## src/rtl/spi_adc_responder.sv

```systemverilog
// Behavioural SPI responder for a 2-channel 12-bit MCP3202-class ADC, decoded on oversampled SPI inputs.
// Optional feature: define ADC_RESPONDER_NOISE_EN to dither the latched sample with a 16-bit LFSR.
module spi_adc_responder #(
   parameter int unsigned SYNC_STAGES = 2,
   parameter logic        IDLE_MISO   = 1'b0
) (
   input  logic        clk,
   input  logic        rst,
   input  logic        spi_sck,
   input  logic        spi_cs_n,
   input  logic        spi_mosi,
   output logic        spi_miso,
   output logic        spi_miso_oe,
   input  logic [11:0] ch0_value,
   input  logic [11:0] ch1_value,
   output logic        conv_done,
   output logic        last_ch,
   output logic        last_sgl,
   output logic        frame_abort
);
   localparam int unsigned DW = 12;

   typedef enum logic [2:0] {S_IDLE, S_START, S_CFG, S_NULL, S_MSB, S_LSB, S_HOLD} state_t;

   state_t                 r_state;
   logic [SYNC_STAGES-1:0] r_sck_sync, r_cs_sync, r_mosi_sync, r_vld;
   logic                   r_sck_prev, r_cs_prev, r_armed;
   logic                   r_sgl, r_odd, r_msbf;
   logic [1:0]             r_cfg_cnt;
   logic [3:0]             r_bit_cnt;
   logic [DW-1:0]          r_sample;
   logic                   w_sck_s, w_cs_s, w_mosi_s;
   logic                   w_sck_rise, w_sck_fall, w_cs_rise, w_cs_fall;
   logic [DW-1:0]          w_sel_a, w_sel_b, w_base, w_sample;
   logic [DW:0]            w_diff;
`ifdef ADC_RESPONDER_NOISE_EN
   logic [15:0]            r_lfsr;
   logic [DW+1:0]          w_dith;
`endif

   // Input synchronisers; r_vld marks when the chain holds only post-reset samples
   always_ff @(posedge clk or posedge rst) begin
      if (rst) begin
         r_sck_sync  <= '0;
         r_cs_sync   <= '1;
         r_mosi_sync <= '0;
         r_vld       <= '0;
         r_sck_prev  <= 1'b0;
         r_cs_prev   <= 1'b1;
      end else begin
         r_sck_sync  <= {r_sck_sync[SYNC_STAGES-2:0], spi_sck};
         r_cs_sync   <= {r_cs_sync[SYNC_STAGES-2:0], spi_cs_n};
         r_mosi_sync <= {r_mosi_sync[SYNC_STAGES-2:0], spi_mosi};
         r_vld       <= {r_vld[SYNC_STAGES-2:0], 1'b1};
         r_sck_prev  <= w_sck_s;
         r_cs_prev   <= w_cs_s;
      end
   end

   assign w_sck_s    = r_sck_sync[SYNC_STAGES-1];
   assign w_cs_s     = r_cs_sync[SYNC_STAGES-1];
   assign w_mosi_s   = r_mosi_sync[SYNC_STAGES-1];
   assign w_sck_rise = w_sck_s & ~r_sck_prev & ~w_cs_s;
   assign w_sck_fall = ~w_sck_s & r_sck_prev & ~w_cs_s;
   assign w_cs_rise  = w_cs_s & ~r_cs_prev;
   assign w_cs_fall  = ~w_cs_s & r_cs_prev;

   // Sample selection; differential results clamp negative values to zero
   always_comb begin
      w_sel_a = r_odd ? ch1_value : ch0_value;
      w_sel_b = r_odd ? ch0_value : ch1_value;
      w_diff  = {1'b0, w_sel_a} - {1'b0, w_sel_b};
      if (r_sgl)          w_base = w_sel_a;
      else if (w_diff[DW]) w_base = '0;
      else                w_base = w_diff[DW-1:0];
`ifdef ADC_RESPONDER_NOISE_EN
      case (r_lfsr[1:0])
         2'b01:   w_dith = {2'b00, w_base} + (DW+2)'(1);
         2'b10:   w_dith = {2'b00, w_base} - (DW+2)'(1);
         default: w_dith = {2'b00, w_base};
      endcase
      if (w_dith[DW+1])   w_sample = '0;
      else if (w_dith[DW]) w_sample = '1;
      else                w_sample = w_dith[DW-1:0];
`else
      w_sample = w_base;
`endif
   end

   // Frame state machine with registered MISO/status outputs; CS_n rise wins over SCK edges
   always_ff @(posedge clk or posedge rst) begin
      if (rst) begin
         r_state     <= S_IDLE;
         spi_miso    <= IDLE_MISO;
         spi_miso_oe <= 1'b0;
         conv_done   <= 1'b0;
         frame_abort <= 1'b0;
         last_ch     <= 1'b0;
         last_sgl    <= 1'b0;
         r_armed     <= 1'b0;
         r_sgl       <= 1'b0;
         r_odd       <= 1'b0;
         r_msbf      <= 1'b0;
         r_cfg_cnt   <= '0;
         r_bit_cnt   <= '0;
         r_sample    <= '0;
`ifdef ADC_RESPONDER_NOISE_EN
         r_lfsr      <= 16'hACE1;
`endif
      end else begin
         conv_done   <= 1'b0;
         frame_abort <= 1'b0;
         if (r_vld[SYNC_STAGES-1] && w_cs_s) r_armed <= 1'b1;
         if (r_state != S_IDLE && w_cs_rise) begin
            r_state     <= S_IDLE;
            spi_miso_oe <= 1'b0;
            spi_miso    <= IDLE_MISO;
            frame_abort <= (r_state != S_HOLD);
         end else begin
            case (r_state)
               S_IDLE: begin
                  spi_miso_oe <= 1'b0;
                  spi_miso    <= IDLE_MISO;
                  if (w_cs_fall && r_armed) r_state <= S_START;
               end
               S_START: if (w_sck_rise && w_mosi_s) begin
                  r_state   <= S_CFG;
                  r_cfg_cnt <= '0;
               end
               S_CFG: if (w_sck_rise) begin
                  case (r_cfg_cnt)
                     2'd0: begin r_sgl <= w_mosi_s; r_cfg_cnt <= 2'd1; end
                     2'd1: begin r_odd <= w_mosi_s; r_cfg_cnt <= 2'd2; end
                     default: begin
                        r_msbf   <= w_mosi_s;
                        r_sample <= w_sample;
                        r_state  <= S_NULL;
`ifdef ADC_RESPONDER_NOISE_EN
                        r_lfsr   <= {r_lfsr[14:0], r_lfsr[15] ^ r_lfsr[13] ^ r_lfsr[12] ^ r_lfsr[10]};
`endif
                     end
                  endcase
               end
               S_NULL: if (w_sck_fall) begin
                  spi_miso    <= 1'b0;
                  spi_miso_oe <= 1'b1;
                  r_bit_cnt   <= 4'd11;
                  r_state     <= S_MSB;
               end
               S_MSB: if (w_sck_fall) begin
                  spi_miso <= r_sample[r_bit_cnt];
                  if (r_bit_cnt == 4'd0) begin
                     conv_done <= 1'b1;
                     last_ch   <= r_odd;
                     last_sgl  <= r_sgl;
                     r_bit_cnt <= 4'd1;
                     r_state   <= r_msbf ? S_HOLD : S_LSB;
                  end else begin
                     r_bit_cnt <= r_bit_cnt - 4'd1;
                  end
               end
               S_LSB: if (w_sck_fall) begin
                  spi_miso <= r_sample[r_bit_cnt];
                  if (r_bit_cnt == 4'd11) r_state <= S_HOLD;
                  else                    r_bit_cnt <= r_bit_cnt + 4'd1;
               end
               S_HOLD: if (w_sck_fall) spi_miso <= 1'b0;
               default: r_state <= S_IDLE;
            endcase
         end
      end
   end
endmodule
```

## config.mk

```make
export PLATFORM = sky130hd
export DESIGN_NAME = spi_adc_responder
export DESIGN_NICKNAME = d
export VERILOG_FILES = /design/src/rtl/spi_adc_responder.sv
export SDC_FILE = /design/constraint.sdc
export NUM_CORES = 1
export LEC_CHECK = 0
export CAP_MARGIN = 15
export CORE_AREA = 2 2 94 96
export DETAILED_ROUTE_END_ITERATION = 16
export DIE_AREA = 0 0 96 98
export SLEW_MARGIN = 15
export SYNTH_ARGS = -nofsm -noshare
export SYNTH_HDL_FRONTEND = slang
export SYNTH_SLANG_ARGS = --single-unit
```

## constraint.sdc

```tcl
create_clock -name clk -period 4.13 [get_ports clk]
set_input_delay 0.826 -clock clk [delete_from_list [all_inputs] [get_ports clk]]
set_output_delay 0.826 -clock clk [all_outputs]
set_load 0.02 [all_outputs]
```

Word level (Yosys, flattened, before mapping)
Cells that the tools add are included.
{ "word_totals": {"ff_bits": 41, "output_inout_bits": 6} }
{ "op_classes": {"add_sub_neg": 3, "magnitude_cmp": 1, "eq_ne": 28, "muxes": 40, "bitwise_logic": 12, "reduce_logical": 24} }
{ "op_table": {"columns": ["operator", "count"], "rows": [
  ["12-bit two-way mux", 4],
  ["3-bit != test (second input constant)", 11],
  ["3-bit two-way mux", 10],
  ["3-bit case mux with 7 select lines", 1],
  ["4-bit two-way mux", 5],
  ["4-bit AND reduction", 4],
  ["2-bit != test (second input constant)", 7],
  ["12-bit by 12-bit subtractor with 13-bit output", 1],
  ["4-bit case mux with 3 select lines", 1],
  ["1-bit two-way mux", 11],
  ["10-bit AND reduction", 1],
  ["3-bit == test (second input constant)", 3],
  ["3-bit nonzero test", 3],
  ["2-bit case mux with 2 select lines", 2],
  ["1-bit bitwise AND", 6],
  ["3-bit by 2-bit == test with 1-bit output (second input constant)", 2],
  ["2-bit two-way mux", 3],
  ["3-bit by 1-bit != test with 1-bit output (second input constant)", 2],
  ["1-bit NOT", 6],
  ["6-bit AND reduction", 1],
  ["2-bit OR reduction", 3],
  ["4-bit by 5-bit less-than comparator with 1-bit output (second input constant)", 1],
  ["5-bit AND reduction", 1],
  ["4-bit by 1-bit adder with 4-bit output (second input constant)", 1],
  ["other kinds (15)", 18]
]} }

Depth between registers and ports, before layout
Gate-level depths: netlist of run 1.
{ "depth": {"ltp_word": 7, "mapped_depth": 12, "ltp_nobuf": 10} }

Worst setup path after synthesis of run 1
Ideal clock, no wire load.
{ "synth_timing": {"path_type": "register to register", "start": "register r_odd", "end": "register r_sample[1]", "setup_ps": 126, "t_arrival_ps": 2735, "required_ps": 4004, "path_slack_ps": 1270, "stages_incl_launch_ff": 12, "synth_period_minus_slack_ps": 2860, "cell_sequence": "dfrtp_1 clkbuf_1 buf_2 buf_2 mux2i_1 fa_1 a211oi_1 o211ai_1 nand4_1 a21oi_1 a221oi_1 nor2_1"} }
{ "synth_between": {"elab_chain_cells": 4} }
{ "synth_rtl": {"columns": ["element", "line_no", "rtl"], "rows": [
  ["from (decl)", "28", "logic r_sgl, r_odd, r_msbf;"],
  ["from (signal assigned)", "102", "r_odd <= 1'b0;"],
  ["from (signal assigned)", "133", "2'd1: begin r_odd <= w_mosi_s; r_cfg_cnt <= 2'd2; end"],
  ["12-bit two-way mux, on equally long branches", "70, 71", null],
  ["12-bit by 12-bit subtractor with 13-bit output", "72", "w_diff = {1'b0, w_sel_a} - {1'b0, w_sel_b};"],
  ["12-bit two-way mux", "74", "else if (w_diff[DW]) w_base = '0;"],
  ["12-bit two-way mux *", "73", "if (r_sgl) w_base = w_sel_a;"],
  ["to (signal assigned)", "136", "r_sample <= w_sample;"],
  ["to (decl)", "31", "logic [DW-1:0] r_sample;"]
]} }
Every way passes the cells marked *; elsewhere a longest branch is shown, timed or not.
A chain may end at the register's enable or synchronous reset.

Final worst setup path of run 1
{ "layout_timing": {"start": "register r_odd", "end": "register r_sample[10]"} }
The elaborated chain is that of the path after synthesis.

==> summary.txt, run 1 <==
Clock network
  • Post-CTS setup buffer count: 0
  • CTS sink cnt: a little over 40
  • CTS tree: built
  • Hold buffer count at cts: 0
  • CTS buffer count: 5
  • Worst-Skew Late Latency: about 0.3 ns
  • H-tree depth: 2
  • Clk root buf: clkbuf_8
  • Clock transition at path regs: roughly 0.08 ns
  • Post-CTS Resized: 0
  • Clk buf depth: 2

Global routing
  • Number of global-route vias before repair: roughly 2200
  • Overall Global Routing Usage: a little over an eighth
  • Antenna violations before repair: 0
  • Pin count of the biggest net entering global routing: 42
  • Total grt overflow: 0
  • Global-route wire length before repair: around 10000 µm

Worst setup path
  • Worst Reg-to-Reg Cells: 9
  • Critical-path top delay cell: dfrtp_1
  • Critical Path Sink: r_sample[10]
  • Worst EP arrival: between 3 and 4 ns
  • Most common cell on crit path: a21oi_1
  • Crit-path max FO: 18
  • Kind of start point of the critical path: flop
  • Data required, critical path: 4.36 ns
  • Critical path type: reg -> reg
  • Crit-path max cell delay: approximately 0.73 ns
  • RR Endpoint: r_sample[10]
  • CP endpoint kind: flop
  • Reg-to-reg startpoint: r_odd
  • Crit path cell chain: buf_4 > mux2_2 > ha_1 > a21oi_1 > o21ai_0 > o221ai_1 > a21oi_1 > nand2_1 > o21ai_1
  • Origin of the worst setup path: r_odd
  • Flop2flop setup slack: about 0.78 ns

Logic synthesis
  • Top FF cell, synth: dfrtp_1
  • Synth Register Bits: a little over 40
  • Syn Area/Cell: about 9.4 µm²
  • Number of synthesized flops with an enable pin: 0
  • Yosys top cell area share: 33.30%
  • Syn_nets: around 350
  • Yosys cell types: 56
  • Synth area leader: dfrtp_1
  • Sequential share of the synthesized area: a little over a third
  • Dominant cells by area after synthesis: dfrtp_1 (33%), mux2_2 (6.3%), ha_1 (6.1%), a21oi_1 (4.7%), mux2i_1 (4.6%)
  • Post-synthesis instance total: slightly above 300
  • Yosys warnings: 0
  • Most common cell in the netlist: dfrtp_1
  • Syn Std Cell Area: approximately 2900 µm²
  • Synth top cells by count: dfrtp_1 (38), nor2_1 (29), a21oi_1 (27), nand2_1 (26), o21ai_0 (17)
  • Asr flop ratio synth: 100.0%

Timing
  • Slew Viols, Final: 0
  • Slew @ Worst Pin: 0.7459 ns
  • Max Clk Rate: slightly below 300 MHz
  • Period Utilization, post-route: ~81%
  • Setup violators final: 0
  • RSZ-0062 raised after global routing: false
  • Final Skew: around 0.0077 ns
  • Minimum clock period: 3.352 ns
  • Slew headroom: between 40% and 50%
  • Hold slack: between 0.3 and 0.4 ns
  • Setup tns final: 0 ns
  • Final hold vios: 0

Placement
  • Port Buffers: 34
  • Post-DP HPWL: 4239 µm
  • Placer's final routability congestion estimate: approximately 0.76
  • Placed Cells: 434

Run
  • Max Cap Viol: 0

Routing
  • DR pass1 iterations: 4
  • DR vias: 2320
  • # DRC: 0
  • Final WL: approximately 6000 µm
  • Post-route ant nets: 0
  • Routed wire per std cell: between 10 and 15 µm
  • 1st-iter DRT viols: 86
  • Via density: 5.249

Floorplanning
  • Starting density of the core: 33.73%
  • Die Height: approximately 98 µm
  • CORE AREA: approximately 8500 µm²
  • Die width: approximately 96 µm
  • Die footprint: about 9400 µm²
  • Rows: 34
  • Io pins: 35

Cells and area
  • Antenna cells: 0
  • Fin util: 40.04%
  • Syn-to-layout area delta: 18.71%
  • Final cell count without fillers: 442
  • Final net count: 377
  • Ratio of cells with drive above 1 in the final layout: between 10% and 20%

Pwr
  • Power Density: ~450 nW/µm²
  • P_leak: approximately 1.4 nW
  • Worst VDD drop: ~160 µV

Hold path
  • HP Class: reg -> reg

Status
  • Status: finished clean
## power breakdown
part | switching, mW | total [mW] | internal, mW
Sequential | 0.136 | 0.588 | 0.451
Combinational | 0.293 | 0.595 | 0.302
Clock | 0.136 | 0.333 | 0.197
## cell usage in the layout, fill, tap and decap left out, drive strengths merged, types with 7 or more instances in the layout
cell type      instances
clkdlybuf4s50         34
mux2i                 13
mux2                  16
inv                   10
dfrtp                 38
nor2                  29
and3                   7
nand2b                 7
a21oi                 27
o21ai                 25
nand2                 26
clkbuf                 7
ha                    14
## cell type report
class                      instances  area [µm²]
clock buffer                       7       86.33
sequential                        41        1030
multi-input combinational        239        1715
fill                             846        5076
tap                              108       135.1
timing repair buffer              36       355.3
inverter                          10       37.54
clock inverter                     1       30.03
## per-stage QoR
| stage | setup slack [ns] | instance area (µm²) | total power [mW] |
|---|---|---|---|
| final | 0.7781 | 3390 | 1.516 |
| after global routing | 0.4226 | 3390 | 1.632 |
| after CTS | 0.7333 | 3390 | 1.531 |
| after detailed placement | 0.6627 | 3273 | 1.186 |
| after global placement | 0.7837 | 3273 | 1.175 |
| after floorplan | 1.270 | 2855 | 1.044 |
## kinds of logic after synthesis
group	count (synthesis)	synth area share, %
simple gates	94	16.74
buf+inv	25	3.856
xor+xnor	9	2.761
compound gates	88	20.38
other cells	1	0.1313
flops	41	36.06
mux	32	13.23
fa+ha+maj	15	6.836
## registers in the layout, indices dropped and copies added, names as in the netlist
register and cells:
conv_done 1, r_msbf 1, r_sck_prev 1, frame_abort 1, last_ch 1, last_sgl 1, spi_miso 1, r_odd 1
r_cfg_cnt 2, r_sgl 1, r_vld 2, r_mosi_sync 2, r_armed 1, r_bit_cnt 4, r_sck_sync 2, r_sample 12
r_cs_sync 2, spi_miso_oe 1, r_state 3, r_cs_prev 1
## per-layer routing
metal | routed length [µm] | part of all wire (%) | global-route usage [%] | vias up
li1 | - | - | - | 1175
met1 | 2802 | 48 | 17.04 | 1102
met2 | 2838 | 48 | 22.65 | 36
met3 | 154 | 2.6 | 2.315 | 7
met4 | 91 | 1.5 | 4.286 | 0
met5 | 0 | 0 | 0 | -
## worst max-delay path, delay by kind of cell, from the launching register on
kind                       cells  cell delay, ns
AOI/OAI and AO/OA              5            1.14
adders and majority gates      1            0.38
buffers and inverters          1            0.36
DFF                            1            0.73
muxes                          1            0.39
and+or+nand+nor                1            0.27
## how the worst min path moves through the flow
| stage | to | startpoint | slack (ns) | depth (start not counted) |
|---|---|---|---|---|
| 6_report | r_sck_sync[1] | r_sck_sync[0] | 0.34 | 0 |
| 5_1_grt | r_sck_sync[1] | r_sck_sync[0] | 0.36 | 0 |
| 4_1_cts | r_sck_sync[1] | r_sck_sync[0] | 0.34 | 0 |
| 3_5_place_dp | r_sck_sync[1] | r_sck_sync[0] | 0.33 | 0 |
| 3_3_place_gp | r_sck_sync[1] | r_sck_sync[0] | 0.33 | 0 |
| 2_1_floorplan | r_mosi_sync[1] | r_mosi_sync[0] | 0.33 | 0 |
(Power assumes the default switching activity.)
==> run 2, diff against run 1 <==
clock period = 2.8 ns   (was 4.13 ns; I/O delays follow)
==> summary.txt, run 2 (synthesis results as in run 1) <==
Routing
  • Routed wire per std cell: 12.82 µm
  • # DRC: 0
  • DR vias: approximately 2500
  • DR pass1 iterations: 4
  • Post-route ant nets: 0
  • Via density: ~5.2
  • Final WL: approximately 6000 µm
  • 1st-iter DRT viols: 105

Status
  • Status: finished clean

Timing
  • Final worst setup slack: about 0.17 ns
  • Setup tns final: 0 ns
  • Slew Viols, Final: 0
  • Setup violators final: 0
  • Period Utilization, post-route: roughly 94%
  • Final hold vios: 0
  • Final Skew: 0.005917 ns
  • Slew @ Worst Pin: 0.5661 ns
  • Max Clk Rate: approximately 380 MHz
  • Minimum clock period: approximately 2.6 ns
  • Slew headroom: ~62%
  • RSZ-0062 raised after global routing: true

Cells and area
  • # fillers: around 800
  • Largest regs: r_sample x12, r_bit_cnt x4, r_state x3
  • Antenna cells: 0
  • Most common cell after layout, fill and taps aside: buf_4
  • Most frequent cells in the layout: buf_4 (38), dfrtp_1 (37), clkdlybuf4s50_1 (34)
  • Fin area: 3704 µm²
  • Fin util: 43.75%
  • Final net count: 414
  • Top reg by flops: r_sample
  • Max reg flops: 12
  • Syn-to-layout area delta: 29.71%
  • Ratio of cells with drive above 1 in the final layout: 21.83%

Pwr
  • Total power: about 2.4 mW
  • Net Switching: between 800 and 900 µW
  • Clock power frac: 20.0%
  • Worst VDD drop: between 300 and 400 µV
  • Logic pwr share: 46.9%
  • Power Density: roughly 650 nW/µm²
  • Cell internal pwr: approximately 1.5 mW
  • P_leak: around 1.6 nW
  • Sw Ratio: 36.92%
  • Part of the power in registers: roughly 33%

Global routing
  • Number of global-route vias before repair: roughly 2400
  • Global-route wire length before repair: between 10000 and 15000 µm
  • Total grt overflow: 0
  • Overall Global Routing Usage: approximately 14%
  • Pin count of the biggest net entering global routing: 42
  • Antenna violations before repair: 0

Worst setup path
  • CP endpoint kind: flop
  • Flop2flop setup slack: 0.19 ns
  • Critical-path top delay cell: clkdlybuf4s50_1
  • Critical path type: in -> reg
  • Kind of start point of the critical path: input port
  • Worst EP arrival: around 2.8 ns
  • Crit-path max cell delay: just over 0.4 ns
  • Crit-path max FO: 7
  • Top delay family on crit path: compound AO/OA/AOI/OAI gates
  • Buffer and inverter count on the worst path: 2
  • Crit path cell chain: clkdlybuf4s50_1 > mux2i_1 > ha_1 > inv_1 > fa_1 > a211oi_2 > o211ai_1 > nand4_1 > a21oi_4 > a221oi_1 > nor2_1
  • Data required, critical path: around 3.0 ns

Hold path
  • HP Class: reg -> reg

Floorplanning
  • Die width: 96 µm
  • CORE AREA: around 8500 µm²
  • Die footprint: approximately 9400 µm²
  • Io pins: 35
  • Starting density of the core: between 30% and 40%
  • Die Height: 98 µm
  • Rows: 34

Clock network
  • Clock transition at path regs: around 0.08 ns
  • CTS sink cnt: a little over 40
  • CTS buffer count: 5
  • Clk root buf: clkbuf_8
  • Clk buf depth: 2
  • CTS tree: built
  • H-tree depth: 2
  • Worst-Skew Late Latency: around 0.30 ns

Placement
  • Placer's final routability congestion estimate: around 0.80
  • Port Buffers: 34
  • Pre-CTS setup slack: -0.2987 ns
  • Placed cell area: between 3000 and 4000 µm²
  • Post-DP HPWL: about 4600 µm

Run
  • Max Cap Viol: 0
-- run 2: cell types whose count changed in the layout (fill, tap and decap cells not counted), sizes merged --
cell      change
clkbuf        -2
clkinvlp      +1
buf          +37
clkinv        +1
-- run 2: layout make-up --
cell class	count	area [µm²]	share of cell area, %
inverters	10	37.54	1.014
well taps	108	135.1	3.649
clock buffers	5	68.82	1.858
flip-flops and latches	41	1031	27.84
repair buffers	73	636.9	17.20
clock inverters	3	46.29	1.250
multi-input cells	239	1748	47.20
-- run 2: power by group through the flow --
stage	combinational, mW	sequential [mW]	clock [mW]
CTS	1.11	0.797	0.497
finish	1.13	0.799	0.483
global route	1.26	0.812	0.529
floorplan	0.805	0.735	0
global placement	1.09	0.806	0
detailed placement	1.10	0.806	0
-- run 2: repair_timing --
item / CTS / global route
hold buffers: 0 / 0
gates resized for setup: 2 / 6
pin swaps: 0 / 1
buffers inserted: 0 / 1
setup endpoints to repair: 11 / 10
-- run 2: layer usage --
metal / global-route usage (%) / part of all wire [%] / up-vias
met5: 0 / 0 / -
met4: 4.396 / 1.3 / 0
met3: 2.392 / 3.0 / 8
met2: 22.70 / 49 / 42
met1: 18.07 / 47 / 1198
li1: - / - / 1246
-- run 2: through the flow --
stage	std cells	hold WS, ns
2_1_floorplan	305	0.3312
3_3_place_gp	470	0.3319
3_5_place_dp	470	0.3347
4_1_cts	478	0.3575
5_1_grt	479	0.3689
6_report	479	0.3499
-- run 2: final timing paths --
kind	start	endpoint	cells after the start
setup reg to reg	r_odd	r_sample[10]	9
hold reg to reg	r_sck_sync[0]	r_sck_sync[1]	0
max in group asynchronous	rst	r_odd	3
hold / removal	r_sck_sync[0]	r_sck_sync[1]	0
min in group asynchronous	rst	r_vld[0]	3
setup / recovery	ch1_value[0]	r_sample[3]	11
